**config.mk**
```make
export PLATFORM = sky130hd
export DESIGN_NAME = pipe_hazard_ctrl_flat
export DESIGN_NICKNAME = d
export VERILOG_FILES = /design/src/rtl/pipe_hazard_ctrl_if.sv /design/src/rtl/pipe_hazard_ctrl.sv /design/src/flat_wrapper.sv
export SDC_FILE = /design/constraint.sdc
export NUM_CORES = 1
export LEC_CHECK = 0
export ABC_AREA = 1
export BUFFER_PORTS_ARGS = -buffer_cell sky130_fd_sc_hd__clkbuf_2
export CAP_MARGIN = 20
export CORE_MARGIN = 1.5
export CORE_UTILIZATION = 40
export CTS_BUF_LIST = sky130_fd_sc_hd__clkbuf_16
export DETAILED_ROUTE_END_ITERATION = 8
export PLACE_DENSITY = 0.67
export SYNTH_ARGS = -nofsm -noshare
export SYNTH_HDL_FRONTEND = slang
export SYNTH_SLANG_ARGS = --single-unit
```
**constraint.sdc**
```tcl
create_clock -name CLK -period 1.94 [get_ports CLK]
set_input_delay 0.194 -clock CLK [delete_from_list [all_inputs] [get_ports CLK]]
set_output_delay 0.194 -clock CLK [all_outputs]
set_load 0.02 [all_outputs]
```
**src/rtl/pipe_hazard_ctrl_if.sv**
```systemverilog
// Hazard sources from the 5-stage core and the stall/flush controls returned to it.
// master = core side driving hazard info; slave = hazard controller.
interface pipe_hazard_ctrl_if #(
    parameter int CNT_W = 32
);
    logic [4:0]       ID_RS1;
    logic [4:0]       ID_RS2;
    logic             ID_RS1_used;
    logic             ID_RS2_used;
    logic [4:0]       EX_RD;
    logic             EX_MemRead;
    logic             EX_BrTaken;
    logic             I_MISS;
    logic             I_READY;
    logic             D_REQ;
    logic             D_MISS;
    logic             D_READY;
    logic             PC_Write;
    logic             IF_ID_Write;
    logic             IF_ID_Flush;
    logic             ID_EX_Write;
    logic             ID_EX_Flush;
    logic             EX_MEM_Write;
    logic             MEM_WB_Bubble;
    logic [1:0]       STATE;
    logic [CNT_W-1:0] STALL_CYCLES;
    logic             TIMEOUT;

    modport master (
        output ID_RS1, ID_RS2, ID_RS1_used, ID_RS2_used, EX_RD, EX_MemRead, EX_BrTaken,
               I_MISS, I_READY, D_REQ, D_MISS, D_READY,
        input  PC_Write, IF_ID_Write, IF_ID_Flush, ID_EX_Write, ID_EX_Flush, EX_MEM_Write,
               MEM_WB_Bubble, STATE, STALL_CYCLES, TIMEOUT
    );

    modport slave (
        input  ID_RS1, ID_RS2, ID_RS1_used, ID_RS2_used, EX_RD, EX_MemRead, EX_BrTaken,
               I_MISS, I_READY, D_REQ, D_MISS, D_READY,
        output PC_Write, IF_ID_Write, IF_ID_Flush, ID_EX_Write, ID_EX_Flush, EX_MEM_Write,
               MEM_WB_Bubble, STATE, STALL_CYCLES, TIMEOUT
    );
endinterface

```
**src/rtl/pipe_hazard_ctrl.sv**
```systemverilog
// Pipeline stall/flush scheduler with cache-miss hold FSM, stall counter and miss timeout.
// Latency: zero-cycle (Mealy) control response; the FSM holds the pipe across multi-cycle misses.
module pipe_hazard_ctrl #(
    parameter int CNT_W        = 32,
    parameter int MISS_TIMEOUT = 255
) (
    input  logic              CLK,
    input  logic              RSTn,
    pipe_hazard_ctrl_if.slave hz
);
    typedef enum logic [1:0] {
        ST_RUN    = 2'd0,
        ST_IMISS  = 2'd1,
        ST_DMISS  = 2'd2,
        ST_IDRAIN = 2'd3
    } state_t;

    localparam int            TW     = $clog2(MISS_TIMEOUT + 1);
    localparam logic [TW-1:0] T_MAX  = TW'(MISS_TIMEOUT);
    localparam logic [TW-1:0] T_LAST = TW'(MISS_TIMEOUT - 1);

    state_t           state, state_nxt;
    logic             i_pend, i_pend_nxt;
    logic [TW-1:0]    tcnt;
    logic [CNT_W-1:0] stall_cnt;
    logic             timeout;

    logic load_use, dmiss, freeze;
    logic pc_wr, ifid_wr, ifid_fl, idex_wr, idex_fl, exmem_wr, memwb_bub;

    assign load_use = hz.EX_MemRead && (hz.EX_RD != 5'd0) &&
                      ((hz.ID_RS1_used && (hz.ID_RS1 == hz.EX_RD)) ||
                       (hz.ID_RS2_used && (hz.ID_RS2 == hz.EX_RD)));
    assign dmiss    = hz.D_REQ && hz.D_MISS;

    always_comb begin
        state_nxt  = state;
        i_pend_nxt = i_pend;
        freeze     = 1'b0;
        pc_wr      = 1'b1;
        ifid_wr    = 1'b1;
        ifid_fl    = 1'b0;
        idex_wr    = 1'b1;
        idex_fl    = 1'b0;
        exmem_wr   = 1'b1;
        memwb_bub  = 1'b0;

        case (state)
            ST_RUN: begin
                if (dmiss) begin
                    freeze    = 1'b1;
                    state_nxt = ST_DMISS;
                end else if (hz.EX_BrTaken) begin
                    ifid_fl = 1'b1;
                    idex_fl = 1'b1;
                end else if (load_use) begin
                    pc_wr   = 1'b0;
                    ifid_wr = 1'b0;
                    idex_fl = 1'b1;
                end else if (hz.I_MISS) begin
                    pc_wr     = 1'b0;
                    ifid_fl   = 1'b1;
                    state_nxt = ST_IMISS;
                end
            end

            ST_IMISS: begin
                pc_wr   = 1'b0;
                ifid_fl = 1'b1;
                if (dmiss) begin
                    freeze     = 1'b1;
                    i_pend_nxt = 1'b1;
                    state_nxt  = ST_DMISS;
                end else if (hz.EX_BrTaken && !hz.I_READY) begin
                    // The outstanding fill is for the wrong path; drain it before refetching.
                    pc_wr     = 1'b1;
                    idex_fl   = 1'b1;
                    state_nxt = ST_IDRAIN;
                end else if (hz.I_READY) begin
                    state_nxt = ST_RUN;
                    pc_wr     = 1'b1;
                    ifid_fl   = 1'b0;
                    if (hz.EX_BrTaken) begin
                        ifid_fl = 1'b1;
                        idex_fl = 1'b1;
                    end else if (load_use) begin
                        pc_wr   = 1'b0;
                        ifid_wr = 1'b0;
                        idex_fl = 1'b1;
                    end
                end
            end

            ST_DMISS: begin
                freeze = 1'b1;
                if (hz.I_READY)
                    i_pend_nxt = 1'b0;
                if (hz.D_READY) begin
                    freeze     = 1'b0;
                    i_pend_nxt = 1'b0;
                    state_nxt  = ST_RUN;
                    if (hz.EX_BrTaken) begin
                        ifid_fl = 1'b1;
                        idex_fl = 1'b1;
                    end else begin
                        if (i_pend && !hz.I_READY) begin
                            // Fetch miss is still outstanding: resume holding the front end.
                            pc_wr     = 1'b0;
                            ifid_fl   = 1'b1;
                            state_nxt = ST_IMISS;
                        end
                        if (load_use) begin
                            pc_wr   = 1'b0;
                            ifid_wr = 1'b0;
                            ifid_fl = 1'b0;
                            idex_fl = 1'b1;
                        end
                    end
                end
            end

            ST_IDRAIN: begin
                pc_wr   = 1'b0;
                ifid_fl = 1'b1;
                if (dmiss) begin
                    freeze     = 1'b1;
                    i_pend_nxt = 1'b1;
                    state_nxt  = ST_DMISS;
                end else if (hz.I_READY) begin
                    state_nxt = ST_RUN;
                end
            end

            default: state_nxt = ST_RUN;
        endcase

        if (freeze) begin
            pc_wr     = 1'b0;
            ifid_wr   = 1'b0;
            ifid_fl   = 1'b0;
            idex_wr   = 1'b0;
            idex_fl   = 1'b0;
            exmem_wr  = 1'b0;
            memwb_bub = 1'b1;
        end

        if (!RSTn) begin
            pc_wr     = 1'b0;
            ifid_wr   = 1'b0;
            ifid_fl   = 1'b1;
            idex_wr   = 1'b0;
            idex_fl   = 1'b1;
            exmem_wr  = 1'b0;
            memwb_bub = 1'b1;
        end
    end

    always_ff @(posedge CLK or negedge RSTn) begin
        if (!RSTn) begin
            state     <= ST_RUN;
            i_pend    <= 1'b0;
            tcnt      <= '0;
            stall_cnt <= '0;
            timeout   <= 1'b0;
        end else begin
            state  <= state_nxt;
            i_pend <= i_pend_nxt;
            if (state == ST_RUN)
                tcnt <= '0;
            else if (tcnt != T_MAX)
                tcnt <= tcnt + TW'(1);
            // Sticky: the FSM keeps waiting, software inspects the flag.
            if ((state != ST_RUN) && (tcnt >= T_LAST))
                timeout <= 1'b1;
            if (!pc_wr && (stall_cnt != '1))
                stall_cnt <= stall_cnt + CNT_W'(1);
        end
    end

    assign hz.PC_Write      = pc_wr;
    assign hz.IF_ID_Write   = ifid_wr;
    assign hz.IF_ID_Flush   = ifid_fl;
    assign hz.ID_EX_Write   = idex_wr;
    assign hz.ID_EX_Flush   = idex_fl;
    assign hz.EX_MEM_Write  = exmem_wr;
    assign hz.MEM_WB_Bubble = memwb_bub;
    assign hz.STATE         = state;
    assign hz.STALL_CYCLES  = stall_cnt;
    assign hz.TIMEOUT       = timeout;
endmodule

```
**src/flat_wrapper.sv**
```systemverilog
// flat-port wrapper written by rule: the top's interface ports become plain ports
module pipe_hazard_ctrl_flat 
#(
    parameter int CNT_W        = 32,
    parameter int MISS_TIMEOUT = 255
)
  (CLK, RSTn, hz_ID_RS1, hz_ID_RS2, hz_ID_RS1_used, hz_ID_RS2_used, hz_EX_RD, hz_EX_MemRead, hz_EX_BrTaken, hz_I_MISS, hz_I_READY, hz_D_REQ, hz_D_MISS, hz_D_READY, hz_PC_Write, hz_IF_ID_Write, hz_IF_ID_Flush, hz_ID_EX_Write, hz_ID_EX_Flush, hz_EX_MEM_Write, hz_MEM_WB_Bubble, hz_STATE, hz_STALL_CYCLES, hz_TIMEOUT);
  pipe_hazard_ctrl_if #(.CNT_W(CNT_W)) hz_i ();
  input  logic CLK;
  input  logic RSTn;
  input wire logic [$bits(hz_i.ID_RS1)-1:0] hz_ID_RS1;
  input wire logic [$bits(hz_i.ID_RS2)-1:0] hz_ID_RS2;
  input wire logic [$bits(hz_i.ID_RS1_used)-1:0] hz_ID_RS1_used;
  input wire logic [$bits(hz_i.ID_RS2_used)-1:0] hz_ID_RS2_used;
  input wire logic [$bits(hz_i.EX_RD)-1:0] hz_EX_RD;
  input wire logic [$bits(hz_i.EX_MemRead)-1:0] hz_EX_MemRead;
  input wire logic [$bits(hz_i.EX_BrTaken)-1:0] hz_EX_BrTaken;
  input wire logic [$bits(hz_i.I_MISS)-1:0] hz_I_MISS;
  input wire logic [$bits(hz_i.I_READY)-1:0] hz_I_READY;
  input wire logic [$bits(hz_i.D_REQ)-1:0] hz_D_REQ;
  input wire logic [$bits(hz_i.D_MISS)-1:0] hz_D_MISS;
  input wire logic [$bits(hz_i.D_READY)-1:0] hz_D_READY;
  output wire logic [$bits(hz_i.PC_Write)-1:0] hz_PC_Write;
  output wire logic [$bits(hz_i.IF_ID_Write)-1:0] hz_IF_ID_Write;
  output wire logic [$bits(hz_i.IF_ID_Flush)-1:0] hz_IF_ID_Flush;
  output wire logic [$bits(hz_i.ID_EX_Write)-1:0] hz_ID_EX_Write;
  output wire logic [$bits(hz_i.ID_EX_Flush)-1:0] hz_ID_EX_Flush;
  output wire logic [$bits(hz_i.EX_MEM_Write)-1:0] hz_EX_MEM_Write;
  output wire logic [$bits(hz_i.MEM_WB_Bubble)-1:0] hz_MEM_WB_Bubble;
  output wire logic [$bits(hz_i.STATE)-1:0] hz_STATE;
  output wire logic [$bits(hz_i.STALL_CYCLES)-1:0] hz_STALL_CYCLES;
  output wire logic [$bits(hz_i.TIMEOUT)-1:0] hz_TIMEOUT;
  assign hz_i.ID_RS1 = hz_ID_RS1;
  assign hz_i.ID_RS2 = hz_ID_RS2;
  assign hz_i.ID_RS1_used = hz_ID_RS1_used;
  assign hz_i.ID_RS2_used = hz_ID_RS2_used;
  assign hz_i.EX_RD = hz_EX_RD;
  assign hz_i.EX_MemRead = hz_EX_MemRead;
  assign hz_i.EX_BrTaken = hz_EX_BrTaken;
  assign hz_i.I_MISS = hz_I_MISS;
  assign hz_i.I_READY = hz_I_READY;
  assign hz_i.D_REQ = hz_D_REQ;
  assign hz_i.D_MISS = hz_D_MISS;
  assign hz_i.D_READY = hz_D_READY;
  assign hz_PC_Write = hz_i.PC_Write;
  assign hz_IF_ID_Write = hz_i.IF_ID_Write;
  assign hz_IF_ID_Flush = hz_i.IF_ID_Flush;
  assign hz_ID_EX_Write = hz_i.ID_EX_Write;
  assign hz_ID_EX_Flush = hz_i.ID_EX_Flush;
  assign hz_EX_MEM_Write = hz_i.EX_MEM_Write;
  assign hz_MEM_WB_Bubble = hz_i.MEM_WB_Bubble;
  assign hz_STATE = hz_i.STATE;
  assign hz_STALL_CYCLES = hz_i.STALL_CYCLES;
  assign hz_TIMEOUT = hz_i.TIMEOUT;
  pipe_hazard_ctrl #(.CNT_W(CNT_W), .MISS_TIMEOUT(MISS_TIMEOUT)) u_core (.CLK(CLK), .RSTn(RSTn), .hz(hz_i));
endmodule
```
==> reports/results.txt, run 1 <==
The critical path data arrival time is 1710 ps. The longest clock path from root to sink contains 2 buffers. Measured along the y axis, the die boundary spans 90.8 um. The logs give 1750 ps for the required time at the worst-slack endpoint and 0 for the initial antenna violation count.

Counting the buffers created by CTS gives 5. Clock-pin slew was measured on the worst setup and hold paths at 60 ps. Yosys attributes the largest share of cell area to sky130_fd_sc_hd__dfrtp_1 36%, sky130_fd_sc_hd__nand2_1 19%, sky130_fd_sc_hd__nand3_1 7.5%, sky130_fd_sc_hd__inv_1 6.1%, sky130_fd_sc_hd__xor2_1 5.1%. Summed over all layers, the routed wires come to 8.42 mm.

The top-level I/O count is 68. CTS built an H-tree with a depth of 2. In the synthesized netlist, the number of instances is 456. The HPWL after detailed placement is 6.34 mm. Measured on the finished design, the core utilization comes to 53.5%. Setup violations remaining at the end of the flow were counted as 0. At the end of routability-driven placement, the weighted congestion stood at 0.985. The slew at the pin closest to its max-slew limit is 552 ps. For the number of library cell types mapped by synthesis, the log shows 31. The path category of the worst min-delay check is in -> async.

The classification of the worst setup path was reg -> out. For this block, the initial DRC count from the detailed router was 175. The remaining global-route overflow is 0, and the floorplan row count is 31.

Among all stages on the critical path, the largest delay is contributed by sky130_fd_sc_hd__dfrtp_2. The ratio of cells with drive above 1 in the final layout is 23.1%. The root buffer cell chosen for the clock tree is sky130_fd_sc_hd__clkbuf_16. After floorplanning, the core was sized to cover 0.00737 mm2. Adding up every negative setup slack in the final design gives 0 ps. The largest net degree at the start of global routing came out at 45. After detailed routing, the average wire length per cell comes to 13.0 um.

Across the routed clock network, the largest skew measured is 3.59 ps. Across the run, the number of max-cap violations was 0. Dividing the final minimum period by the clock period gives 98.3%. Walking the worst path, the cells encountered are nor2_4 > inv_4 > nor2_4 > a21oi_4 > nand2_2 > inv_2 > buf_4 > o21ai_2 > inv_1 > buf_6. The total number of vias was 3276. The first TritonRoute pass finished after 5 iterations. The x dimension of the die was 90.8 um; the sequential area share after synthesis was 35.7%. The synthesized netlist occupies a cell area of 0.00309 mm2. The mean instance size in the synthesized netlist was 6.77 um2; the clock insertion delay at the later pin of the skew report was 280 ps. Setup repair after global routing could not meet its margin everywhere.

The flow ran to the end, and the final reports show no timing, DRC or antenna violations. The stage delay of the slowest cell on the critical path is 460 ps, and the count of input and output buffers is 67. The floorplan step defined a die boundary enclosing 0.00825 mm2. Across the VDD grid, the largest voltage drop is 0.000517 V. The run gives 577 as the number of nets in the final layout. The count of nets left with antenna violations once routing finished came out at 0. For this run, the total global-route usage over all layers was measured as 20.6%. The total power density per cell area is 927 mW/mm2. Measured against its own limit, the worst slew margin works out to 63.2%. The sum of buffers and inverters on the critical path was 5. The run gives 0 as the number of failing hold endpoints at the final stage. The worst setup path is launched from a flop. The number of hold buffers added after CTS was 0.

The tools report the number of slew-limit violations in the final report as 0. Setup slack closes at 32.6 ps. The number of vias per cell is 5.06, and the warning count from the yosys run is 0. Timing would allow up to 524 MHz.

When the netlist entered floorplanning its net count stood at 485. The via count of the first global-routing pass came out at 3005. Cell seen most often among critical-path stages: sky130_fd_sc_hd__nor2_4. The leakage power of the design was 0.00210 uW.

The cell type with the largest total area after synthesis was sky130_fd_sc_hd__dfrtp_1. For this design, the sink count on the clock tree is 44. At the placement stage, the worst setup path has a slack of 93.0 ps. Of the post-synthesis cell area, the dominant cell type holds 35.7%.

The run gives 13.8 mm as the global-route wire length before repair. The worst-path maximum fanout came out at 6. The tools report the kind of end point of the critical path as an output pin. Compared with the post-synthesis result, the final layout area differs by 27.7%.

The synthesized design contains 44 register bits. For this run, design rule violations remaining after detail routing come to 0. TritonCTS built the clock tree. The routed design could run at a clock period as short as 1910 ps. 0 antenna diodes ended up in the layout.

The initial utilization of the core area, before any placement, comes to 41.9%. The category of cells accounting for the largest share of critical-path delay is flip-flops.
[placed cells by master, fill, tap and decap left out, types with 11 or more instances in the layout]
| cell | n |
|---|---|
| sky130_fd_sc_hd__buf_4 | 27 |
| sky130_fd_sc_hd__clkbuf_2 | 65 |
| sky130_fd_sc_hd__dfrtp_1 | 41 |
| sky130_fd_sc_hd__inv_1 | 49 |
| sky130_fd_sc_hd__nand2_1 | 157 |
| sky130_fd_sc_hd__nand3_1 | 46 |
| sky130_fd_sc_hd__nand4_1 | 11 |
| sky130_fd_sc_hd__nor2_1 | 37 |
| sky130_fd_sc_hd__nor3_1 | 19 |
| sky130_fd_sc_hd__o21ai_0 | 12 |
| sky130_fd_sc_hd__xnor2_1 | 12 |
| sky130_fd_sc_hd__xor2_1 | 18 |
[sequential cells by signal (all words and copies together) (netlist names)]
signal	count
u_core.hz.STATE	2
u_core.hz.TIMEOUT	1
u_core.tcnt	8
u_core.hz.STALL_CYCLES	32
u_core.i_pend	1
[kinds of logic after synthesis]
logic type      after synthesis  share of synthesized area, %
compound gates               30                          5.60
xor+xnor                     30                          8.52
fa+ha+maj                     3                          1.22
buf+inv                      62                          8.64
flops                        44                          35.7
simple gates                287                          40.3
[cells in the mapped netlist, drive strengths merged]
cell,n
xor2,18
a21o,1
nor2,41
nand2,160
a211oi,1
nor3,23
a21oi,7
dfrtp,44
o22ai,2
o21bai,1
nand4,12
nor3b,1
nor4,2
a311oi,1
o21ai,13
buf,10
ha,3
nand3,48
a31oi,4
inv,52
xnor2,12
[stage by stage]
| step | total power, uW | hold WS (ps) | instances | cell area, um2 |
|---|---|---|---|---|
| after floorplan | 2040 | -102 | 456 | 3090 |
| after global placement | 2450 | 454 | 630 | 3620 |
| after detailed placement | 2470 | 449 | 630 | 3620 |
| after CTS | 3490 | 150 | 640 | 3830 |
| after global routing | 3880 | 180 | 648 | 3940 |
| final | 3650 | 130 | 648 | 3940 |
[worst reg2reg max path, stage by stage, from the launching register on]
cell and delay [ps]:
sky130_fd_sc_hd__dfrtp_1 400, sky130_fd_sc_hd__ha_2 260, sky130_fd_sc_hd__nand4_2 140, sky130_fd_sc_hd__nor4_2 320, sky130_fd_sc_hd__nand3_2 160, sky130_fd_sc_hd__buf_4 250
sky130_fd_sc_hd__nand3_1 140, sky130_fd_sc_hd__nand2_1 60
[layout make-up]
cell class / count / area (um2)
fillers: 758 / 3430
multi-input cells: 350 / 1780
flip-flops and latches: 44 / 1100
repair buffers: 95 / 567
inverters: 52 / 198
clock buffers: 5 / 125
well taps: 99 / 124
clock inverters: 3 / 42.5
[routing by layer]
layer | part of all wire, % | up-vias | GRT usage [%]
met1 | 47 | 1520 | 28.5
met5 | 0 | - | 0
li1 | - | 1647 | -
met3 | 4.6 | 20 | 4.46
met4 | 2.7 | 0 | 7.94
met2 | 46 | 89 | 31.3
[report_power, final]
group	total [uW]	switching [uW]	internal, uW
clock network	959	354	605
logic	1500	912	590
registers	1190	150	1040
[repair_timing]
action                                  in CTS  in global routing
hold endpoints to repair                     0                  0
buffers inserted                             3                  8
gates resized for setup                      7                 15
endpoints found under the setup margin       1                 11
pin swaps                                    1                  2
[worst paths after layout]
kind | depth (start not counted) | slack (ps) | start | to
min reg2reg | 1 | 480 | u_core.hz.TIMEOUT | u_core.hz.TIMEOUT
min | 2 | 130 | RSTn | u_core.hz.STALL_CYCLES[17]
max | 10 | 30 | u_core.hz.STATE[0] | hz_IF_ID_Write
max in group asynchronous | 2 | 1400 | RSTn | u_core.hz.STATE[0]
max reg2reg | 7 | 110 | u_core.hz.STALL_CYCLES[1] | u_core.hz.STALL_CYCLES[4]
min in group CLK | 3 | 190 | hz_I_MISS | u_core.hz.STATE[0]
Power figures use the tool's default switching activity.
==> run 2, diff against run 1 <==
- REMOVE_ABC_BUFFERS: default -> 1
==> reports/results.txt, run 2 (synthesis results as in run 1) <==
The run finished with clean final reports. In this run the tightest slew margin relative to its limit is 63.1%. The logs give 1750 ps for the required time at the worst-slack endpoint and 3166 for the total number of vias. The worst path uses 93.6% of the clock period. Before antenna repair, the detailed router went through 6 iterations.

The critical path is of the reg -> out type. Row generation in the floorplan step produced 31 rows. After routing, the total negative slack on setup checks comes to 0 ps. Path category of the worst min-delay check: in -> async. The clock tree synthesis step divided the H-tree into 2 levels. The residual DRC count was 0; the clock input transition at the sequential cells of the worst setup and hold paths was 60 ps. The die height works out to 90.8 um.

The ratio of cells with drive above 1 in the final layout came out at 22.3%. For the hold buffer count at cts, the log shows 0. The root buffer cell is sky130_fd_sc_hd__clkbuf_16. For this run, global-route usage on met3 was measured as 2.78%.

Counting I/O delays and the setup requirement, the final critical path takes 1820 ps. In the final routed layout, each cell accounts on average for 12.8 um. The TritonCTS buffer count came out at 5.

Across the VDD grid, the largest voltage drop is 0.000599 V. In the layout the commonest cells are 159 x sky130_fd_sc_hd__nand2_1, 65 x sky130_fd_sc_hd__clkbuf_2, 48 x sky130_fd_sc_hd__inv_1. Entering global routing, the biggest net connects 45 pins. The endpoint identified for the worst register-to-register timing path is u_core.hz.STALL_CYCLES[31].

Detailed placement finished with a half-perimeter wire length of 6.30 mm. Global routing used 20.3% of the available tracks. Measured along the x axis, the die boundary spans 90.8 um.

Most used routing layer: met2. In this run the deepest clock path goes through 2 buffers. The DRC marker count from the first detailed-route iteration is 212. The number of failing hold endpoints at the final stage is 0, and the top-level I/O count is 68. For the worst-case register-to-register setup slack, the log shows 160 ps. In the final layout, the multi-input gates occupy 0.00177 mm2. The startpoint identified for the worst register-to-register timing path is u_core.hz.STALL_CYCLES[2]. The number of placed instances, taps included, is 631.

The congestion estimate from routability-driven global placement came to 0.973. The worst setup path is launched from a flop. The global-route wire length before repair came out at 13.7 mm.

The final antenna diode count came out at 0. For the pin with the worst max-slew slack, the measured transition is 554 ps. The run gives 32.3% as the met2 track demand over resource in global routing. The max-cap check violation count was 0. In this run the worst path has a maximum fanout of 6. The number of slew-limit violations in the final report came out at 0. The tools report the source of the critical timing path as u_core.hz.STATE[0]. The number of fillers in the final layout was 740; the initial antenna violation count was 0. Across the whole layout, storage elements account for 0.00110 mm2. Total power density per cell area: 955 mW/mm2.

Setup violations remaining at the end of the flow were counted as 0. The logs give 0 for the remaining global-route overflow and 551 MHz for the fmax. The clock sink total is 44.

Area growth from synthesis to layout: 26.5%. The tools report the kind of end point of the critical path as an output pin. The tools report the initial cell density of the core as 41.9%. The library cell used most frequently in the layout, excluding fill and tap cells, is sky130_fd_sc_hd__nand2_1.

The tools report the clock insertion delay at the later pin of the skew report as 290 ps. The residual antenna-violating net count after detailed routing is 0. The number of vias per cell was 4.94. Clock skew on the completed layout was measured at 5.12 ps. The overall die area was 0.00825 mm2; the leakage power of the design was 0.00209 uW. The worst register-to-register path has a depth of 8. For this run, the post-layout net count is 570. The via count of the first global-routing pass was 2925; the flip-flop count of the largest register after layout was 32. The finished layout holds 641 standard cells, fillers aside. Critical path data arrival time: 1620 ps. The logs give 8.18 mm for the post-detailed-routing wire length and 29.3% for the met1 demand-to-capacity share in global routing. The core outline area came out at 0.00737 mm2. TritonCTS built the clock tree.

In this run the tool buffered the top-level ports with 67 buffer cells.
[run 2: changes by cell type in the layout (fill, tap and decap cells not counted), sizes merged]
cell	previous run	this run
buf	29	23
bufinv	1	3
clkbuf	71	70
clkinv	1	0
clkinvlp	1	0
[run 2: worst max-delay path by stage]
| stage | to | slack (ps) | cells after the start |
|---|---|---|---|
| after floorplan | u_core.hz.STALL_CYCLES[0] | -650 | 10 |
| after global placement | u_core.hz.STALL_CYCLES[29] | 70 | 8 |
| after detailed placement | u_core.hz.STALL_CYCLES[29] | 40 | 8 |
| after CTS | hz_PC_Write | 20 | 8 |
| after global routing | u_core.hz.STALL_CYCLES[29] | -7 | 8 |
| final | hz_PC_Write | 120 | 9 |
[run 2: area by class of cell]
type | count | area share (%)
flip-flops and latches | 44 | 28.2
multi-input cells | 350 | 45.2
clock inverters | 3 | 2.31
inverters | 52 | 5.00
repair buffers | 88 | 12.9
clock buffers | 5 | 3.21
well taps | 99 | 3.17
[run 2: metrics by stage]
| stage | util (%) | instance area, um2 | setup WS [ps] | power (uW) | hold slack, ps |
|---|---|---|---|---|---|
| 6_report | 53.0 | 3900 | 125 | 3730 | 63.4 |
| 5_1_grt | 53.0 | 3900 | -6.61 | 3970 | 117 |
| 4_1_cts | 52.2 | 3850 | 21.4 | 3690 | 86.0 |
| 2_1_floorplan | - | 3010 | -648 | 1960 | -102 |
| 3_3_place_gp | 49.1 | 3620 | 72.5 | 2420 | 392 |
| 3_5_place_dp | 49.1 | 3620 | 40.5 | 2420 | 392 |
[run 2: critical path: stages, from the launching register on]
cell,delay [ps]
sky130_fd_sc_hd__dfrtp_2,460
sky130_fd_sc_hd__nor2_4,120
sky130_fd_sc_hd__inv_2,70
sky130_fd_sc_hd__nor2_2,150
sky130_fd_sc_hd__a21oi_2,50
sky130_fd_sc_hd__nand2_1,90
sky130_fd_sc_hd__inv_2,70
sky130_fd_sc_hd__nand3_4,130
sky130_fd_sc_hd__inv_1,50
sky130_fd_sc_hd__buf_4,150
[run 2: layer usage]
layer  vias up  part of all wire (%)
met3         5                   4.1
met5         -                     0
li1       1632                     -
met4         0                  0.76
met2        72                    46
met1      1457                    49
[run 2: repair_timing]
item / CTS / global route
endpoints found under the setup margin: 2 / 25
gates resized for setup: 3 / 17
pin swaps: 1 / 0
hold endpoints to repair: 0 / 0
buffers inserted: 1 / 1
[run 2: where the power goes]
group	leakage, uW	internal, uW	total (uW)	switching [uW]
clock	0.000104	868	1220	353
combinational	0.00138	486	1330	844
sequential	0.000597	1040	1180	138
==> run 3, diff against run 2 <==
- CORE_UTILIZATION: 40 -> 35
- PLACE_DENSITY: 0.67 -> 0.63
- clock period: 1.94 -> 1.6 ns (I/O delays scaled with it)
==> reports/results.txt, run 3 (synthesis results as in run 1) <==
TritonCTS built the clock tree. The kind of launch point of the worst setup path is a flop. For the post-detailed-routing wire length, the log shows 9.89 mm. The logs give 0 for the initial antenna violation count and 45 for the largest net degree at the start of global routing. In this run the cell area measured after placement is 0.00412 mm2.

The register with the most flip-flops in the layout has 32 of them. The number of slew-limit violations in the final report is 0. The final estimated routing congestion in global placement is 0.895. Setup repair after global routing could not meet its margin everywhere.

For this design the top-level I/O count stands at 68. In this run, the number of DRC markers left after iteration 0 of detailed routing was 203. The run gives 6.98 mm as the total half-perimeter wirelength after legalization and detailed placement.

In the final design database the tool counted 652 nets. The multi-input combinational cells in the finished layout cover a total of 0.00209 mm2. At the pin with the least slew margin, the transition time is 568 ps.

The sequential cells in the finished layout cover a total of 0.00111 mm2. The count of buffers added on input and output ports is 67. The time the final worst path needs with I/O delays and setup works out to 1780 ps. The core region is 0.00864 mm2. Across the run, the number of max-cap violations was 0. The number of vias per cell is 5.01. Aggregate negative setup slack: -5160 ps. The final design area excluding fillers was 0.00499 mm2. The classification of the worst setup path is reg -> out. The final reports fail on negative setup slack.

For this run, the top clock speed supported by timing is 563 MHz. The logs give 34 for the floorplan row count and 3667 for the total number of vias. The first detailed-routing pass ran for 4 iterations.

Cells with a size suffix above 1 make up 42.5% of the layout. The average wire length per cell after detail routing works out to 13.5 um. STA classifies the critical path endpoint as an output pin. The worst-case register-to-register setup slack was -170 ps.

Setup violations remaining at the end of the flow were counted as 39. The number of antenna diodes in the final layout is 0. The initial cell density of the core is 35.7%, and the worst-path maximum fanout is 4. The H-tree generated during clock tree synthesis spans 2 levels. The path class of the tightest hold or removal check is in -> async. The share of the cycle needed by the critical path after routing works out to 111%. The tools report the global-route wire length before repair as 15.5 mm. The run finished, with violations left. Leakage power of the design: 0.00279 uW.

The tools report the number of fillers in the final layout as 798. Leaving out fill and tap cells, the most frequent cell in the layout is sky130_fd_sc_hd__nand2_1. Clock-pin slew was measured on the worst setup and hold paths at 60 ps. In the layout the commonest cells are 110 x sky130_fd_sc_hd__nand2_1, 87 x sky130_fd_sc_hd__buf_4, 60 x sky130_fd_sc_hd__clkbuf_2.

Counting along the longest clock path gives a buffer depth of 2. For this design the ratio of total power to cell area is 1050 mW/mm2. For the worst-skew pair, the clock arrives at the later sink with an insertion delay of 280 ps.

For the worst setup path, the data required time is 1440 ps. Relative to the synthesized area, the layout overhead comes to 61.6%. Across the routed clock network, the largest skew measured is 7.01 ps.

The via count of the first global-routing pass is 3405, and the x dimension of the die is 96.9 um. The headroom to the max-slew limit is 62.2%, and the maximum vdd drop is 0.000832 V. The overall routing resource usage was 19.8%; the residual antenna-violating net count after detailed routing was 0. In this run the vertical extent of the chip is 96.9 um.

The logs give 1620 ps for the critical path data arrival time and 0 for the hold buffer count at cts. The overall power after layout was 5260 uW. The tree is rooted in a sky130_fd_sc_hd__clkbuf_16. The logs give 0 for the number of failing hold endpoints at the final stage and 0 for the remaining global-route overflow. The logs give 0.00939 mm2 for the overall die area and 0 for the residual DRC count. The worst-case setup margin in the final layout was -178 ps; the TritonCTS buffer count was 5.

The clock sink total came out at 44.
-- run 3: power breakdown --
part,leakage [uW],internal [uW],switching [uW],total [uW]
clock network,0.0000738,562,403,965
logic,0.00212,1370,1500,2880
registers,0.000593,1270,152,1420
-- run 3: cell type report --
| cell class | count | share of cell area [%] |
|---|---|---|
| clock buffer | 5 | 2.51 |
| sequential | 44 | 22.2 |
| tap | 108 | 2.71 |
| inverter | 52 | 3.96 |
| multi-input combinational | 350 | 41.8 |
| timing repair buffer | 170 | 26.6 |
| clock inverter | 3 | 0.226 |
-- run 3: per-layer routing --
metal	share of wire, %	GRT usage [%]	vias to the layer above
met1	44	26.9	1719
met4	2.2	5.35	0
met2	48	32.5	112
met3	5.6	3.68	22
li1	-	-	1814
met5	0	0	-
-- run 3: timing repair --
| action | CTS | global route |
|---|---|---|
| pin swaps | 7 | 17 |
| gates resized for setup | 54 | 89 |
| gates cloned | 1 | 4 |
| hold endpoints to repair | 0 | 0 |
| buffers inserted | 13 | 5 |
| setup endpoints to repair | 39 | 41 |
-- run 3: worst paths after layout --
path                                       startpoint                          to  cells after the start
setup / recovery                   u_core.hz.STATE[1]              hz_IF_ID_Flush                      9
hold / removal                                   RSTn  u_core.hz.STALL_CYCLES[27]                      2
setup reg to reg           u_core.hz.STALL_CYCLES[16]  u_core.hz.STALL_CYCLES[10]                      9
hold reg to reg                     u_core.hz.TIMEOUT           u_core.hz.TIMEOUT                      1
max in group asynchronous                        RSTn   u_core.hz.STALL_CYCLES[2]                      2
min in group CLK                            hz_I_MISS          u_core.hz.STATE[0]                      3
-- run 3: critical path, cell delays in order (launching register included) --
cell and delay (ps):
sky130_fd_sc_hd__dfrtp_2 450, sky130_fd_sc_hd__buf_4 150, sky130_fd_sc_hd__buf_4 130, sky130_fd_sc_hd__nor2_1 130, sky130_fd_sc_hd__nand3_1 80, sky130_fd_sc_hd__nand2_1 70
sky130_fd_sc_hd__nand2_1 50, sky130_fd_sc_hd__nand2_1 70, sky130_fd_sc_hd__nand2_1 60, sky130_fd_sc_hd__clkbuf_8 150
-- run 3: metrics by stage --
stage          util (%)  setup slack (ps)  std cells  hold WS [ps]
3_5_place_dp       47.7              -153        702           400
4_1_cts            52.9              -155        724           101
2_1_floorplan         -              -988        446          -136
3_3_place_gp       47.7              -160        702           398
6_report           57.8              -178        732          77.5
5_1_grt            57.8              -284        732           139
